$ cat config.mk
export PLATFORM = sky130hd
export DESIGN_NAME = writeback_stage
export DESIGN_NICKNAME = d
export VERILOG_FILES = /design/src/rtl/writeback_stage.sv
export SDC_FILE = /design/constraint.sdc
export NUM_CORES = 1
export LEC_CHECK = 0
export ABC_AREA = 1
export CORE_UTILIZATION = 35
export DETAILED_ROUTE_END_ITERATION = 8
export SLEW_MARGIN = 20
export SYNTH_ARGS = -nofsm -noshare
export SYNTH_HDL_FRONTEND = slang
export SYNTH_SLANG_ARGS = --single-unit
$ cat constraint.sdc
create_clock -name clk -period 1.9 [get_ports clk]
set_clock_uncertainty 0.15 [all_clocks]
set_input_delay 0.285 -clock clk [delete_from_list [all_inputs] [get_ports clk]]
set_output_delay 0.285 -clock clk [all_outputs]
set_load 0.02 [all_outputs]
$ cat src/rtl/writeback_stage.sv
// Writeback stage: registers the M-stage bundle and selects the register-file
// result, formatting loads by size, sign and byte offset.
module writeback_stage #(
  parameter int XLEN = 64
) (
  input  logic            clk,
  input  logic            rst_n,
  input  logic [XLEN-1:0] ALUResult_M,
  input  logic [XLEN-1:0] ReadData_M,
  input  logic [XLEN-1:0] PCPlus4_M,
  input  logic [1:0]      ResultSrc_M,
  input  logic [2:0]      Funct3_M,
  input  logic            RegWrite_M,
  input  logic [4:0]      Rd_M,
  output logic [XLEN-1:0] Result_W,
  output logic            RegWrite_W,
  output logic [4:0]      Rd_W
);

  logic [XLEN-1:0] ALUResult_W;
  logic [XLEN-1:0] ReadData_W;
  logic [XLEN-1:0] PCPlus4_W;
  logic [1:0]      ResultSrc_W;
  logic [2:0]      Funct3_W;
  logic            RegWrite_W_q;

  always_ff @(posedge clk or negedge rst_n) begin
    if (!rst_n) begin
      ALUResult_W  <= '0;
      ReadData_W   <= '0;
      PCPlus4_W    <= '0;
      ResultSrc_W  <= '0;
      Funct3_W     <= '0;
      RegWrite_W_q <= 1'b0;
      Rd_W         <= '0;
    end else begin
      ALUResult_W  <= ALUResult_M;
      ReadData_W   <= ReadData_M;
      PCPlus4_W    <= PCPlus4_M;
      ResultSrc_W  <= ResultSrc_M;
      Funct3_W     <= Funct3_M;
      RegWrite_W_q <= RegWrite_M;
      Rd_W         <= Rd_M;
    end
  end

  logic [2:0]      off;
  logic [7:0]      lane_b;
  logic [15:0]     lane_h;
  logic [31:0]     lane_w;
  logic [XLEN-1:0] LoadData_W;

  assign off = ALUResult_W[2:0];

  // Low address bits below the access size are dropped, not trapped
  always_comb begin
    lane_b = ReadData_W[{off, 3'b000} +: 8];
    lane_h = ReadData_W[{off[2:1], 4'b0000} +: 16];
    lane_w = ReadData_W[{off[2], 5'b00000} +: 32];
    LoadData_W = ReadData_W;
    unique case (Funct3_W)
      3'b000: LoadData_W = {{(XLEN-8){lane_b[7]}}, lane_b};
      3'b001: LoadData_W = {{(XLEN-16){lane_h[15]}}, lane_h};
      3'b010: LoadData_W = {{(XLEN-32){lane_w[31]}}, lane_w};
      3'b100: LoadData_W = {{(XLEN-8){1'b0}}, lane_b};
      3'b101: LoadData_W = {{(XLEN-16){1'b0}}, lane_h};
      3'b110: LoadData_W = {{(XLEN-32){1'b0}}, lane_w};
      default: LoadData_W = ReadData_W;
    endcase
  end

  always_comb begin
    Result_W = '0;
    unique case (1'b1)
      ResultSrc_W == 2'b00: Result_W = ALUResult_W;
      ResultSrc_W == 2'b01: Result_W = LoadData_W;
      ResultSrc_W == 2'b10: Result_W = PCPlus4_W;
      ResultSrc_W == 2'b11: Result_W = '0;
    endcase
  end

  assign RegWrite_W = RegWrite_W_q && (Rd_W != 5'd0);

endmodule

==> flow_summary.ini, run 1 <==
[cts]
clk_pin_slew_ns = 0.06
clockBufferDepth = 3
cts_made_buffers = 24
clkSinkCount = 203
cts_tree = yes
htreeDepth = 1
clockRootBuffer = clkbuf_16

[synthesis]
synth_xor_area_frac = 0
synth_adder_area_share = 0
ys_seq_elements = 203
synth_area_um2 = 8218
syn_avg_cell_area_um2 = 9.172
synth_cells = 896
synth_warnings = 0
synth_top_family_by_area = simple AND/OR/NAND/NOR gates
synth_nets = 1101
yosysTopAreaCellShare = 0.6181
synth_area_leaders = dfrtp_1 62%, nand2_1 12%, nand3_1 6.9%
synthMuxAreaShare = 0
ys_seq_area_frac = 0.6181
ys.flop_type = dfrtp_1
async_flop_share = 1.000
yosys.area_share.simple = 0.2323
synth-edff-count = 0
synthDistinctLibCells = 28
synth_compound_area_frac = 0.08922
synth_area_leader_cell = dfrtp_1

[run]
maxCapViolCount = 0

[worst_setup_path]
criticalPathCategory = flop to output port
worstPathArrival_ns = 2.16
cp_max_fo = 16
startpoint = ALUResult_W[2]
endpoint_kind = output port
endpoint = Result_W[53]
required_ns = 1.46
worst_setup_path_start_kind = flop

[layout]
final_util = 0.6175
n_fill_cell = 1941
multi_input_area_um2 = 3211
final_nets = 1493
seqCellArea_um2 = 5085
area.growth.synth_to_final_pct = 71.67
instances_no_fill = 1620
drive_gt1_frac = 0.3002

[placement]
pre_cts_ws_ns = -0.5907
port-buffer-count = 274
placed_cells = 1558
place.gp.congestion = 0.9255
hpwlAfterDp_mm = 20.61

[sta]
rsz0062_at_grt = true
tightest_slew_ns = 0.3830
final.min_clock_period_ns = 2.600
relSlewSlack = 0.7447
maxSlewViolCount = 0
fin_ws_ns = -0.6998
clock.fmax_mhz = 384.6
hold_viol_final = 0
hold_ws_ns = 0.04981
min_period_over_period = 1.368
setup_violations = 65

[worst_hold_path]
hold_class = input port to flop
hold_start = Funct3_M[0]

[global_routing]
overflow = 0
antenna_found_initial = 1
grt_pass1_vias = 7956
grt_usage = 0.2346
grt_max_degree = 47
grt_pass1_wl_mm = 43.10

[route]
route.detailed.drc = 0
drtAntennaViolNets = 0
drt-total-wl_mm = 28.22
vias_per_cell = 4.729
drt_iter0_drc = 498
drtPass1Iterations = 7
vias = 7661
wl_per_cell_um = 17.42

[pwr]
p_leak_nw = 6.766
ir_drop_uv = 630.0
p_per_area_nw_per_um2 = 835.0

[die]
die_x_um = 155.2
io_pins = 275
initial_core_util = 0.3597
die_area_um2 = 24100
core_um2 = 22850
die_height_um = 155.2
rows = 55

[status]
violations = setup timing
status = finished, violations left
placed cells by master (no fill, tap or decap), types with 2 or more instances in the layout:
cell type        count
o211ai_1             5
nor2_1              59
nand3_1             63
a21oi_2              4
a21oi_1             52
nor2_4               3
nand2_1            208
buf_4              105
buf_8                8
buf_6               60
nand2_2             43
clkinv_2             5
clkdlybuf4s50_1    203
clkbuf_1             2
inv_1               57
bufinv_16            3
a22o_1               3
o21ai_0             24
buf_2                6
buf_12              26
dlygate4sd2_1        4
dfrtp_2              4
clkbuf_16           27
clkbuf_8             9
dfrtp_1            199
nand2_4             11
o21ai_2              4
nand3_4              4
inv_2                4
o221ai_2             2
o221ai_1            10
nand3_2             51
o21ai_1             20
worst max-delay path: stages (launching register included):
cell     delay (ns)
dfrtp_2        0.46
buf_12         0.17
nand2_2        0.10
nand2_2        0.08
a31oi_4        0.17
nand3_4        0.14
buf_12         0.18
nand2_1        0.08
nand3_1        0.09
buf_2          0.17
power breakdown:
group	internal, mW	switching, mW
clock	3.15	1.78
sequential	4.54	0.108
combinational	1.15	1.06
total	8.84	2.94
cells by family after synthesis:
group	after synthesis
AND/OR/NAND/NOR	448
flip-flops	203
AO/OA/AOI/OAI	130
buffers and inverters	115
metal layers:
layer / share of wire / GRT usage / vias to the layer above
li1: - / - / 3706
met1: 0.40 / 0.2912 / 3577
met2: 0.49 / 0.3955 / 309
met3: 0.074 / 0.05682 / 69
met4: 0.037 / 0.09010 / 0
met5: 0 / 0 / -
how the worst min path moves through the flow:
stage,to,cells past startpoint
floorplan,ALUResult_W[0],0
global placement,ALUResult_W[12],1
detailed placement,ALUResult_W[12],1
CTS,ALUResult_W[54],1
global route,Funct3_W[0],1
finish,Funct3_W[0],1
state kept, by name (all words and copies together), names as in the netlist:
register and flops:
ALUResult_W 64, Funct3_W 3, PCPlus4_W 64, Rd_W 5, ReadData_W 64, RegWrite_W_q 1, ResultSrc_W 2
cell usage after synthesis, types with 2 or more instances:
| cell type | instances |
|---|---|
| a21oi_1 | 57 |
| nand3_1 | 114 |
| nand2_1 | 260 |
| buf_2 | 9 |
| buf_6 | 5 |
| inv_2 | 4 |
| clkbuf_1 | 33 |
| dfrtp_1 | 203 |
| buf_4 | 4 |
| a22o_1 | 3 |
| nand3_2 | 2 |
| nor2_1 | 62 |
| nand3_4 | 2 |
| o21ai_0 | 49 |
| o211ai_1 | 5 |
| inv_1 | 59 |
| o221ai_1 | 13 |
| nand2_2 | 2 |
repair_timing:
action | 4_1_cts | 5_1_grt
pin swaps | 15 | 23
endpoints found under the setup margin | 69 | 66
hold buffers | 1 | 0
hold endpoints to repair | 203 | 0
cloned | 1 | 2
buffers inserted | 8 | 8
gates resized for setup | 446 | 125
final cells by class:
class	instances	share of cell area
diodes	1	0.0001774
clock inverters	8	0.008337
flip-flops and latches	203	0.3604
inverters	64	0.01765
well taps	313	0.02776
repair buffers	417	0.3044
clock buffers	36	0.05366
multi-input cells	578	0.2276
metrics by stage:
| stage | TNS, ns | area, um^2 | power [mW] |
|---|---|---|---|
| after floorplan | 0 | 8218 | 5.428 |
| after global placement | -34.58 | 12370 | 6.681 |
| after detailed placement | -33.46 | 12370 | 6.690 |
| after CTS | -40.10 | 13620 | 11.74 |
| after global routing | -46.63 | 14100 | 12.27 |
| final | -39.61 | 14110 | 11.78 |
Power figures use the tool's default switching activity.
==> inputs of run 2 (changes only) <==
--- a/config.mk
+++ b/config.mk
@@ -6,7 +6,7 @@
 export NUM_CORES = 1
 export LEC_CHECK = 0
 export ABC_AREA = 1
-export CORE_UTILIZATION = 35
+export CORE_UTILIZATION = 25
 export DETAILED_ROUTE_END_ITERATION = 8
 export SLEW_MARGIN = 20
 export SYNTH_ARGS = -nofsm -noshare
==> run 2 against run 1 <==
Effect of this change:
- the run still ends with setup timing left
- global-route usage decreased by 5.1 points
- flip-flop and latch count did not move
- setup slack lost 0.040 ns
- die area increased by 39%
- hold slack lost 0.0050 ns
- via count is 3.2% higher
- sequential power about the same
- first-iteration DRC count down 16%
- power shrank 0.92%
- largest cell class unchanged
- highest routed layer unchanged
==> flow_summary.ini, run 2 (synthesis gave the netlist of run 1 again) <==
[die]
io_pins = 275
core_um2 = 32450
die_area_um2 = 33600
rows = 66
die_x_um = 183.3
initial_core_util = 0.2532
die_height_um = 183.3

[route]
drt-total-wl_mm = 31.57
drt_iter0_drc = 418
vias_per_cell = 4.479
drtAntennaViolNets = 0
vias = 7905
drtPass1Iterations = 5
wl_per_cell_um = 17.89
route.detailed.drc = 0

[sta]
rsz0062_at_grt = true
fin_ws_ns = -0.7396
tightest_slew_ns = 0.3621
clock.fmax_mhz = 378.8
maxSlewViolCount = 0
min_period_over_period = 1.389
setup_violations = 65
hold_viol_final = 0
final.min_clock_period_ns = 2.640
relSlewSlack = 0.7586

[layout]
n_fill_cell = 3016
reg.largest.list = ALUResult_W: 64 flops, PCPlus4_W: 64 flops, ReadData_W: 64 flops
drive_gt1_frac = 0.3240
final_common_cell = clkdlybuf4s50_1
seqCellArea_um2 = 5084
instances_no_fill = 1765
area.growth.synth_to_final_pct = 75.21
multi_input_area_um2 = 3309
layout_common_cells = 203 x clkdlybuf4s50_1, 200 x dfrtp_1, 197 x nand2_1
final_nets = 1509

[pwr]
p_per_area_nw_per_um2 = 810.6
p_leak_nw = 6.808
power_mw = 11.67
ir_drop_uv = 531.6

[cts]
clockRootBuffer = clkbuf_16
cts_tree = yes
cts_made_buffers = 25
htreeDepth = 1
clk_pin_slew_ns = 0.06
clockBufferDepth = 3
clkSinkCount = 203

[worst_hold_path]
hold_class = input port to flop

[worst_setup_path]
criticalPathCategory = flop to output port
worstPathArrival_ns = 2.20
required_ns = 1.46
endpoint_kind = output port
worst_setup_path_start_kind = flop
cp_max_fo = 12

[global_routing]
grt_pass1_vias = 8038
antenna_found_initial = 2
grt_max_degree = 49
grt_pass1_wl_mm = 47.07
grt_usage = 0.1841
overflow = 0

[placement]
hpwlAfterDp_mm = 22.62
place.gp.congestion = 0.9365
port-buffer-count = 274
placed_cells = 1690

[run]
maxCapViolCount = 0

[status]
violations = setup timing
status = finished, violations left
==> run 2: changes by cell type in the layout (fill, tap and decap cells not counted), sizes merged <==
cell | before | now
inv | 62 | 63
buf | 206 | 222
clkinv | 6 | 5
bufinv | 3 | 2
diode | 1 | 2
clkbuf | 39 | 35
clkinvlp | 1 | 5
==> run 2: report_power, final <==
group / switching [mW] / internal [mW]
clock: 1.89 / 2.84
combinational: 1.11 / 1.18
sequential: 0.109 / 4.54
total: 3.11 / 8.56
==> run 2: layout make-up <==
class / count / share of cell area
clock inverters: 11 / 0.008429
inverters: 64 / 0.01755
multi-input cells: 578 / 0.2298
well taps: 442 / 0.03841
flip-flops and latches: 203 / 0.3531
diodes: 2 / 0.0003476
repair buffers: 432 / 0.3040
clock buffers: 33 / 0.04831
==> run 2: path summary, 6_finish.rpt <==
kind	start	to	slack, ns	depth (start not counted)
worst max-delay path	ALUResult_W[2]	Result_W[4]	-0.74	10
worst min-delay path	ALUResult_M[6]	ALUResult_W[6]	0.04	1
max in group asynchronous	rst_n	ALUResult_W[20]	0.80	3
min in group asynchronous	rst_n	ALUResult_W[40]	0.10	2
==> run 2: timing repair <==
action | CTS | global route
endpoints found under the setup margin | 70 | 65
resized for setup | 448 | 149
endpoints found under the hold margin | 203 | 0
hold buffers | 1 | 0
cloned | 4 | 2
pin swaps | 25 | 21
setup buffers | 15 | 7
==> run 2: worst max-delay path: stages, from the launching register on <==
cell and delay, ns:
dfrtp_2 0.49, clkinv_4 0.15, buf_4 0.18, clkbuf_16 0.17, nand3_1 0.06, o21ai_0 0.09
o21ai_1 0.14, nand3_1 0.09, nand2_2 0.10, nand3_2 0.08, buf_6 0.13
==> run 2: stage by stage <==
step           setup TNS [ns]  setup slack [ns]    util  instance area (um^2)  hold slack [ns]
2_1_floorplan               0           0.03651       -                  8218          -0.1606
3_3_place_gp           -32.72           -0.5831  0.3840                 12460          0.03836
3_5_place_dp           -35.10           -0.6130  0.3840                 12460          0.04945
4_1_cts                -43.29           -0.7456  0.4237                 13750          0.02803
5_1_grt                -51.06           -0.8325  0.4437                 14400          0.02857
6_report               -44.42           -0.7396  0.4437                 14400          0.04481
==> run 2: per-layer routing <==
metal / track usage / share of wire / up-vias
li1: - / - / 3728
met1: 0.2316 / 0.41 / 3780
met2: 0.3052 / 0.48 / 334
met3: 0.04647 / 0.075 / 63
met4: 0.06600 / 0.034 / 0
met5: 0 / 0 / -
==> inputs of run 3 (changes only) <==
--- a/config.mk
+++ b/config.mk
@@ -7,6 +7,7 @@
 export LEC_CHECK = 0
 export ABC_AREA = 1
 export CORE_UTILIZATION = 25
+export CTS_CLUSTER_SIZE = 8
 export DETAILED_ROUTE_END_ITERATION = 8
 export SLEW_MARGIN = 20
 export SYNTH_ARGS = -nofsm -noshare
==> run 3 against run 2 <==
Effect of this change:
- the run still ends with setup timing left
- global-route usage increased by 0.065 points
- wire length decreased by 0.39%
- clock power decreased by 2%
- critical endpoint is now Result_W[56]
- first-iteration DRC count increased by 0.24%
- largest power group is now registers
- via count increased by 1.5%
- power decreased by 1.8%
==> flow_summary.ini, run 3 (synthesis gave the netlist of run 1 again) <==
[status]
status = finished, violations left
violations = setup timing

[run]
maxCapViolCount = 0

[pwr]
p_leak_nw = 6.655
ir_drop_uv = 707.8
p_per_area_nw_per_um2 = 807.5

[worst_setup_path]
slowest_delay_ns = 0.52
crit_chain = inv_6, nand2_2, nand2_2, a31oi_4, nand3_4, clkbuf_16, nand2_1, nand3_1, buf_2
cp_max_fo = 8
criticalPathCategory = flop to output port
worstPathArrival_ns = 2.24
crit_top_cell = nand2_2
critPathTopFamily = flip-flops
required_ns = 1.46
crit_slowest_cell = dfrtp_2
endpoint_kind = output port
critPathBufInv = 3
worst_setup_path_start_kind = flop

[die]
die_x_um = 183.3
io_pins = 275
initial_core_util = 0.2532
rows = 66
die_area_um2 = 33600
core_um2 = 32450
die_height_um = 183.3

[sta]
fin_ws_ns = -0.7796
tns_ns = -45.56
tightest_slew_ns = 0.3600
hold_viol_final = 0
rsz0062_at_grt = true
setup_violations = 65
relSlewSlack = 0.7600
clock.fmax_mhz = 373.2
min_period_over_period = 1.410
final.min_clock_period_ns = 2.680
maxSlewViolCount = 0

[global_routing]
antenna_found_initial = 3
grt_pass1_wl_mm = 47.33
grt_max_degree = 49
grt_usage = 0.1848
overflow = 0
grt_pass1_vias = 8204

[route]
vias_per_cell = 4.474
route.detailed.drc = 0
drtAntennaViolNets = 0
drt-total-wl_mm = 31.45
drt_iter0_drc = 419
vias = 8022
wl_per_cell_um = 17.54
drtPass1Iterations = 7

[cts]
clockRootBuffer = clkbuf_16
clk_pin_slew_ns = 0.05
cts_made_buffers = 29
htreeDepth = 1
clockBufferDepth = 3
clkSinkCount = 203
cts_tree = yes

[layout]
reg.largest.list = ALUResult_W: 64 flops, PCPlus4_W: 64 flops, ReadData_W: 64 flops
drive_gt1_frac = 0.2545
instances_no_fill = 1793
area.growth.synth_to_final_pct = 72.67
layout_common_cells = 219 x nand2_1, 203 x clkdlybuf4s50_1, 200 x dfrtp_1
final_nets = 1550
final_common_cell = nand2_1

[worst_hold_path]
hold_class = input port to flop

[placement]
placed_cells = 1690
place.gp.congestion = 0.9365
port-buffer-count = 274
hpwlAfterDp_mm = 22.62
[run 3: cell count changes in the layout (fill, tap and decap cells not counted), sizes merged]
cell	change
clkinv	-4
inv	+1
bufinv	-2
diode	+1
dlygate4sd3	+48
buf	-12
dlygate4sd2	+1
clkinvlp	-5
[run 3: layer usage]
| layer | track usage | wire length, um | vias up |
|---|---|---|---|
| met2 | 0.3097 | 15280 | 314 |
| li1 | - | - | 3789 |
| met5 | 0 | 0 | - |
| met3 | 0.04468 | 2142 | 77 |
| met1 | 0.2299 | 12800 | 3842 |
| met4 | 0.06900 | 1225 | 0 |
[run 3: worst paths after layout]
check                                from               to  slack [ns]  depth (start not counted)
worst max-delay path       ALUResult_W[2]     Result_W[56]       -0.78                          9
worst min-delay path       ReadData_M[59]   ReadData_W[59]        0.02                          1
max in group asynchronous           rst_n          Rd_W[4]        0.84                          3
min in group asynchronous           rst_n  ALUResult_W[40]        0.05                          2
[run 3: repair_timing]
| item | 4_1_cts | 5_1_grt |
|---|---|---|
| gates resized for setup | 347 | 109 |
| buffers inserted | 9 | 6 |
| hold buffers | 47 | 2 |
| gates cloned | 1 | 3 |
| hold endpoints to repair | 249 | 2 |
| pin swaps | 11 | 21 |
| endpoints found under the setup margin | 70 | 65 |
[run 3: power breakdown]
part,leakage (nW),internal [mW],switching (mW)
clock network,0.384,2.76,1.86
logic,3.91,1.11,1.06
registers,2.36,4.55,0.110
total,6.66,8.42,3.04
[run 3: cell type report]
class	count	area, um^2
antenna	3	7.507
tap	442	553.0
multi-input combinational	578	3005
timing repair buffer	469	4507
sequential	203	5084
clock buffer	33	760.7
fill	3062	18260
inverter	64	252.7
clock inverter	1	20.02
[run 3: metrics by stage]
step	total power [mW]	instance area (um^2)	setup slack (ns)	utilization	hold slack [ns]
final	11.46	14190	-0.7796	0.4372	0.01529
after detailed placement	6.696	12460	-0.6130	0.3840	0.04945
after CTS	11.49	13930	-0.8301	0.4294	0.00007577
after global routing	11.95	14190	-0.8730	0.4372	0.0003760
after global placement	6.684	12460	-0.5831	0.3840	0.03836
after floorplan	5.428	8218	0.03651	-	-0.1606
